### config.mk
export PLATFORM = sky130hd
export DESIGN_NAME = param_sync_fifo
export DESIGN_NICKNAME = d
export VERILOG_FILES = /design/src/rtl/param_sync_fifo.sv
export SDC_FILE = /design/constraint.sdc
export NUM_CORES = 1
export LEC_CHECK = 0
export ABC_AREA = 1
export CAP_MARGIN = 10
export CORE_AREA = 2 2 128 130
export DETAILED_ROUTE_END_ITERATION = 8
export DIE_AREA = 0 0 130 132
export DONT_BUFFER_PORTS = 1
export GPL_ROUTABILITY_DRIVEN = 0
export PLACE_DENSITY = 0.6
export SKIP_LAST_GASP = 1
export SYNTH_ARGS = -nofsm -noshare
export SYNTH_HDL_FRONTEND = slang
export SYNTH_SLANG_ARGS = --single-unit
export TNS_END_PERCENT = 30
### constraint.sdc
create_clock -name clock -period 2.7 [get_ports clock]
set_clock_uncertainty 0.1 [all_clocks]
set_input_delay 0.54 -clock clock [delete_from_list [all_inputs] [get_ports clock]]
set_output_delay 0.54 -clock clock [all_outputs]
set_load 0.1 [all_outputs]
### src/rtl/param_sync_fifo.sv
// Single-clock parameterised FIFO with registered fill level, sticky error flags,
// and either registered-output (FWFT=0) or first-word-fall-through (FWFT=1) reads.
module param_sync_fifo #(
  parameter int DATA_WIDTH         = 4,
  parameter int ADDRESS_WIDTH      = 5,
  parameter int ALMOST_FULL_LEVEL  = (2 ** ADDRESS_WIDTH) - 4,
  parameter int ALMOST_EMPTY_LEVEL = 4,
  parameter bit FWFT               = 1'b0
) (
  input  logic                     clock,
  input  logic                     reset,
  input  logic [DATA_WIDTH-1:0]    write_data,
  input  logic                     write_increment,
  input  logic                     read_increment,
  input  logic                     clear_errors,
  output logic [DATA_WIDTH-1:0]    read_data,
  output logic                     read_valid,
  output logic                     full,
  output logic                     empty,
  output logic                     almost_full,
  output logic                     almost_empty,
  output logic [ADDRESS_WIDTH:0]   fill_level,
  output logic                     overflow,
  output logic                     underflow
);

  localparam int                     DEPTH     = 2 ** ADDRESS_WIDTH;
  localparam logic [ADDRESS_WIDTH:0] DEPTH_LVL = (ADDRESS_WIDTH + 1)'(DEPTH);
  localparam logic [ADDRESS_WIDTH:0] AF_LVL    = (ADDRESS_WIDTH + 1)'(ALMOST_FULL_LEVEL);
  localparam logic [ADDRESS_WIDTH:0] AE_LVL    = (ADDRESS_WIDTH + 1)'(ALMOST_EMPTY_LEVEL);

  logic [DATA_WIDTH-1:0]    mem [DEPTH];
  logic [ADDRESS_WIDTH-1:0] wr_ptr;
  logic [ADDRESS_WIDTH-1:0] rd_ptr;
  logic                     write_accept;
  logic                     read_accept;

  // All flags decode straight from the fill_level register so none of them lag it.
  assign empty        = (fill_level == '0);
  assign full         = (fill_level == DEPTH_LVL);
  assign almost_full  = (fill_level >= AF_LVL);
  assign almost_empty = (fill_level <= AE_LVL);

  assign write_accept = write_increment && !full;
  assign read_accept  = read_increment && !empty;

  always_ff @(posedge clock) begin
    if (reset) begin
      wr_ptr     <= '0;
      rd_ptr     <= '0;
      fill_level <= '0;
    end else begin
      if (write_accept) wr_ptr <= wr_ptr + 1'b1;
      if (read_accept)  rd_ptr <= rd_ptr + 1'b1;
      if (write_accept && !read_accept)      fill_level <= fill_level + 1'b1;
      else if (read_accept && !write_accept) fill_level <= fill_level - 1'b1;
    end
  end

  // Storage carries no reset; gating on reset keeps a write from landing during reset.
  always_ff @(posedge clock) begin
    if (write_accept && !reset) mem[wr_ptr] <= write_data;
  end

  always_ff @(posedge clock) begin
    if (reset) begin
      overflow  <= 1'b0;
      underflow <= 1'b0;
    end else begin
      if (write_increment && full) overflow <= 1'b1;
      else if (clear_errors)       overflow <= 1'b0;
      if (read_increment && empty) underflow <= 1'b1;
      else if (clear_errors)       underflow <= 1'b0;
    end
  end

  if (FWFT == 1'b0) begin : g_std
    logic [DATA_WIDTH-1:0] data_q;
    logic                  valid_q;

    always_ff @(posedge clock) begin
      if (reset) begin
        data_q  <= '0;
        valid_q <= 1'b0;
      end else begin
        valid_q <= read_accept;
        if (read_accept) data_q <= mem[rd_ptr];
      end
    end

    assign read_data  = data_q;
    assign read_valid = valid_q;
  end else begin : g_fwft
    // Head is shown only while an entry exists, so stale storage never leaks out.
    assign read_valid = !empty;
    assign read_data  = empty ? '0 : mem[rd_ptr];
  end

endmodule
# Word-level counts from Yosys, hierarchy flattened
# Memories as Yosys holds them, arrays and structs flattened. A register that Yosys moved wholly into a read port is not among the register bits.
# Cells that the tools add are included.
# op_classes
n_addsub	4
mul	0
n_div	0
magnitude_cmp	2
n_eq_ne	1
shifts	0
muxes	7
n_bitwise	0
reduce_logical	16
# ops
operator	n
two-way mux 6 bit	2
adder 5 x 1 -> 5 bit (second input constant)	2
logical AND 1 bit	7
adder 6 x 1 -> 6 bit (second input constant)	1
equality test 6 bit (second input constant)	1
>= comparator 6 x 5 -> 1 bit (second input constant)	1
<= comparator 6 x 3 -> 1 bit (second input constant)	1
logical NOT 6 bit	1
nonzero test 2 bit	3
subtractor 6 x 1 -> 6 bit (second input constant)	1
logical NOT 1 bit	5
two-way mux 1 bit	5
# word_totals
ff_bits	19
latchBits	0
mem_bits_rw	128
rom_bits	0
wordCells	37
n_memories	1
# memory_table
memory	depth	width	rd	rd_ports_with_merged_regs	write_ports	line_no	text
mem	32	4	1	1	1	32	logic [DATA_WIDTH-1:0] mem [DEPTH];

# Logic depth before layout (Yosys ltp)
# depth
word_depth	7
mapped_depth	15

# Least setup slack after synthesis
# No wires, ideal clock.
# synth_path
path_kind	register to output
start	reg fill_level[5]
end	out full
arrival_time_ns	2.545
path_slack_ns	-0.485
stages_incl_launch_ff	3
n_path_buf	0
cell_sequence	dfxtp_1 -> nand2_1 -> nor2_1
# synth_between
elab_chain_cells	1
# synth_rtl
item	line_no	text
start, declared	22	output logic [ADDRESS_WIDTH:0] fill_level,
start signal, assigned	55	if (write_accept && !read_accept) fill_level <= fill_level + 1'b1;
start signal, assigned	56	else if (read_accept && !write_accept) fill_level <= fill_level - 1'b1;
equality test 6 bit	40	assign full = (fill_level == DEPTH_LVL);
end, declared	18	output logic full,
# No other way between the ends.

# Worst setup path after layout
# layout_path
start	reg fill_level[0]
end	reg fill_level[3]
# layout_between
elab_chain_cells	6
elab_cells_between_ends	15
# layout_rtl
item	line_no	text
equality test 6 bit *	40	
logical NOT 1 bit *	44	assign write_accept = write_increment && !full;
logical AND 1 bit *	44	
named net write_accept	35	logic write_accept;
logical NOT 1 bit	56	
logical AND 1 bit	56	
nonzero test 2 bit (no source line)	-	
# The timed path passes the listed nets; every way through them passes the cells marked *. The select of a mux whose other input is x is not followed.
# A chain may end at the register's enable or synchronous reset.

==> run_results.csv <==
group,metric,value,unit
outcome,status,"complete, no violations",
place,dp_hpwl,9.57,mm
pwr,ir_worst_vdd,1.67,mV
logic_synthesis,syn_nets,703,
route,drt-total-wl,14.9,mm
logic_synthesis,yosysSeqAreaShare,0.642,
clock_tree,clockRootBuffer,"clkbuf_16",
critical_path,reg2reg_depth,12,
final_layout,multi_input_area,1940,um^2
final_layout,fin_area,7540,um^2
critical_path,critPathRequiredTime,2.91,ns
clock_tree,cts_hold_buf,0,
logic_synthesis,postSynthAreaPerCell,9.82,um^2
global_route,grt_usage,0.185,
clock_tree,htreeDepth,4,
global_route,antenna_found_initial,0,
route,drtPass1Iterations,5,
clock_tree,clkTransAtPathRegs,0.05,ns
logic_synthesis,yosysUniqueCellTypes,29,
final_layout,drive_above_1_share,0.0917,
critical_path,end_kind,"flop",
clock_tree,cts.path.max_buffers,2,
final_layout,seq_area,4310,um^2
flow_run,maxCapViolCount,0,
logic_synthesis,ys_seq_elements,151,
timing,worst_pin_slew,0.605,ns
timing,fin_crit_sh,0.932,
die,die_y,132,um
global_route,gr-total-overflow,0,
die,core_region_area,15700,um^2
route,vias,4666,
pwr,cellPowerDensity,960,nW/um^2
timing,fmax,0.398,GHz
place,io_buffers,0,
worst_hold_path,hold_depth,1,
die,die_area,17200,um^2
route,avgRoutedWirePerCell,16.1,um
die,start_util,0.427,
final_layout,area_delta_synth_final,12.4,%
timing,finalSetupViolCount,0,
timing,final.min_clock_period,2.52,ns
final_layout,nFillCells,1430,
clock_tree,cts_resized,0,
timing,maxSlewViolCount,0,
timing,hold_violations,0,
logic_synthesis,yosysWarningCount,0,
die,rows,46,
route,antenna_left,0,
pwr,power,7.24,mW
place,placed_area,6980,um^2
die,ios,26,
critical_path,cp-start-kind,"flop",
critical_path,worst_ep_arrival_time,2.72,ns
clock_tree,postCtsSetupRepairBufs,0,
logic_synthesis,synth_area,6710,um^2
critical_path,path_class,"flop to flop",
global_route,grt_pass1_vias,4533,
critical_path,cp_slowest_cell,"ha_1",
route,vias_per_cell,5.04,
critical_path,worstPathCellList,"nor2_2, nand3_1, o21ai_4, inv_2, ha_1, inv_1, ha_1, a21oi_2, nand2_1, xor2_1, o21ai_0, inv_1",
clock_tree,cts_made_buffers,17,
logic_synthesis,synthCells,683,
route,drt_iter0_markers,332,
critical_path,crit_path_max_incr_delay,0.33,ns
route,drc,0,
clock_tree,cts_tree,"built",
global_route,grt_max_degree,62,
critical_path,path_max_fanout,5,
final_layout,diodes,0,
timing,max_slew_margin,0.596,
die,die_w,130,um
clock_tree,numClockSinks,151,
timing,holdWs,0.0819,ns
clock_tree,clkLatencyLatePin,0.42,ns
pwr,leakage,2.99,nW
final_layout,fin_nets,716,
global_route,grt_pass1_wl,23.5,mm
worst_hold_path,hp-class,"primary input to flop",
logic make-up (layout without fill, tap and decap cells):
kind of cell | after synthesis | count (layout) | synth area share
buf+inv | 107 | 133 | 0.0709
flops | 151 | 151 | 0.642
simple gates | 359 | 359 | 0.219
fa+ha+maj | 11 | 11 | 0.0216
compound gates | 50 | 50 | 0.0399
xor+xnor | 5 | 5 | 0.00653
sequential cells by signal, indices dropped and copies added (netlist names):
| name | flops |
|---|---|
| overflow | 1 |
| read_valid | 1 |
| underflow | 1 |
| fill_level | 6 |
| wr_ptr | 5 |
| rd_ptr | 5 |
| read_data | 4 |
| mem | 128 |
cell usage in the layout, fill, tap and decap left out, types with 2 or more instances in the layout:
cell        count
clkinv_1        2
o21ai_0        17
nor2_2          3
a21oi_1        26
edfxtp_1      128
dfxtp_2         7
clkbuf_16      17
ha_1           10
clkinvlp_4      3
dfxtp_1        16
xnor2_1         2
nand4_1         2
clkbuf_1        3
clkinv_2        4
nand2_1       195
xor2_1          3
nand3_1        87
nor3_1          2
nor2_1         69
inv_2           2
buf_4          21
inv_1          76
clkbuf_8        3
Yosys cell counts:
library cell	instances	area, um^2
a21o_1	1	7.51
a21oi_1	27	135
a31o_2	1	8.76
a31oi_1	1	6.26
buf_2	12	60.1
buf_4	9	67.6
buf_6	3	33.8
clkbuf_1	3	11.3
clkinv_1	1	3.75
dfxtp_1	23	460
edfxtp_1	128	3840
fa_1	1	20.0
ha_1	10	125
inv_1	76	285
inv_2	2	7.51
inv_4	1	6.26
nand2_1	195	732
nand3_1	87	435
nand4_1	2	12.5
nor2_1	71	267
nor2_2	1	6.26
nor3_1	2	10.0
nor3b_1	1	7.51
o2111ai_1	1	8.76
o211ai_1	1	7.51
o21ai_0	17	85.1
o21ai_2	1	8.76
xnor2_1	2	17.5
xor2_1	3	26.3
routing by layer:
| layer | GRT usage | part of all wire |
|---|---|---|
| met1 | 0.228 | 0.43 |
| met2 | 0.305 | 0.49 |
| met3 | 0.0471 | 0.052 |
| met4 | 0.0812 | 0.027 |
| met5 | 0 | 0 |
layout make-up:
class / count / share of cell area
Inverter: 80 / 0.0402
Sequential cell: 151 / 0.572
Multi-Input combinational cell: 425 / 0.258
Clock inverter: 9 / 0.0101
Clock buffer: 23 / 0.0634
Tap cell: 216 / 0.0358
Timing Repair Buffer: 21 / 0.0209
worst max-delay path, delay by kind of cell, from the launching register on:
| family | cells | cell delay (ns) |
|---|---|---|
| flops | 1 | 0.32 |
| compound gates | 3 | 0.57 |
| simple gates | 3 | 0.40 |
| xor+xnor | 1 | 0.14 |
| buf+inv | 3 | 0.31 |
| fa+ha+maj | 2 | 0.57 |
worst paths after layout:
kind | start | end | slack [ns]
max | fill_level[0]$_SDFFE_PP0P_ | fill_level[3]$_SDFFE_PP0P_ | 0.18
min reg2reg | read_data[1]$_SDFFE_PP0P_ | read_data[1]$_SDFFE_PP0P_ | 0.38
min | reset | underflow$_SDFFE_PP0P_ | 0.08
max reg2reg | fill_level[0]$_SDFFE_PP0P_ | fill_level[3]$_SDFFE_PP0P_ | 0.18
power by group:
part           internal (mW)  switching (mW)  leakage (nW)
clock network           1.33           0.868         0.266
logic                  0.580            1.76          1.38
registers               2.63          0.0696          1.34
total                   4.54            2.69          2.99
metrics by stage:
stage / util / std cells / worst slack (ns) / TNS [ns]
2_1_floorplan: - / 683 / 0.0786 / 0
4_1_cts: 0.479 / 925 / 0.107 / 0
5_1_grt: 0.480 / 925 / -0.00357 / -0.00357
3_3_place_gp: 0.444 / 893 / 0.241 / 0
6_report: 0.480 / 925 / 0.185 / 0
3_5_place_dp: 0.444 / 893 / 0.131 / 0
Power figures use the tool's default switching activity.
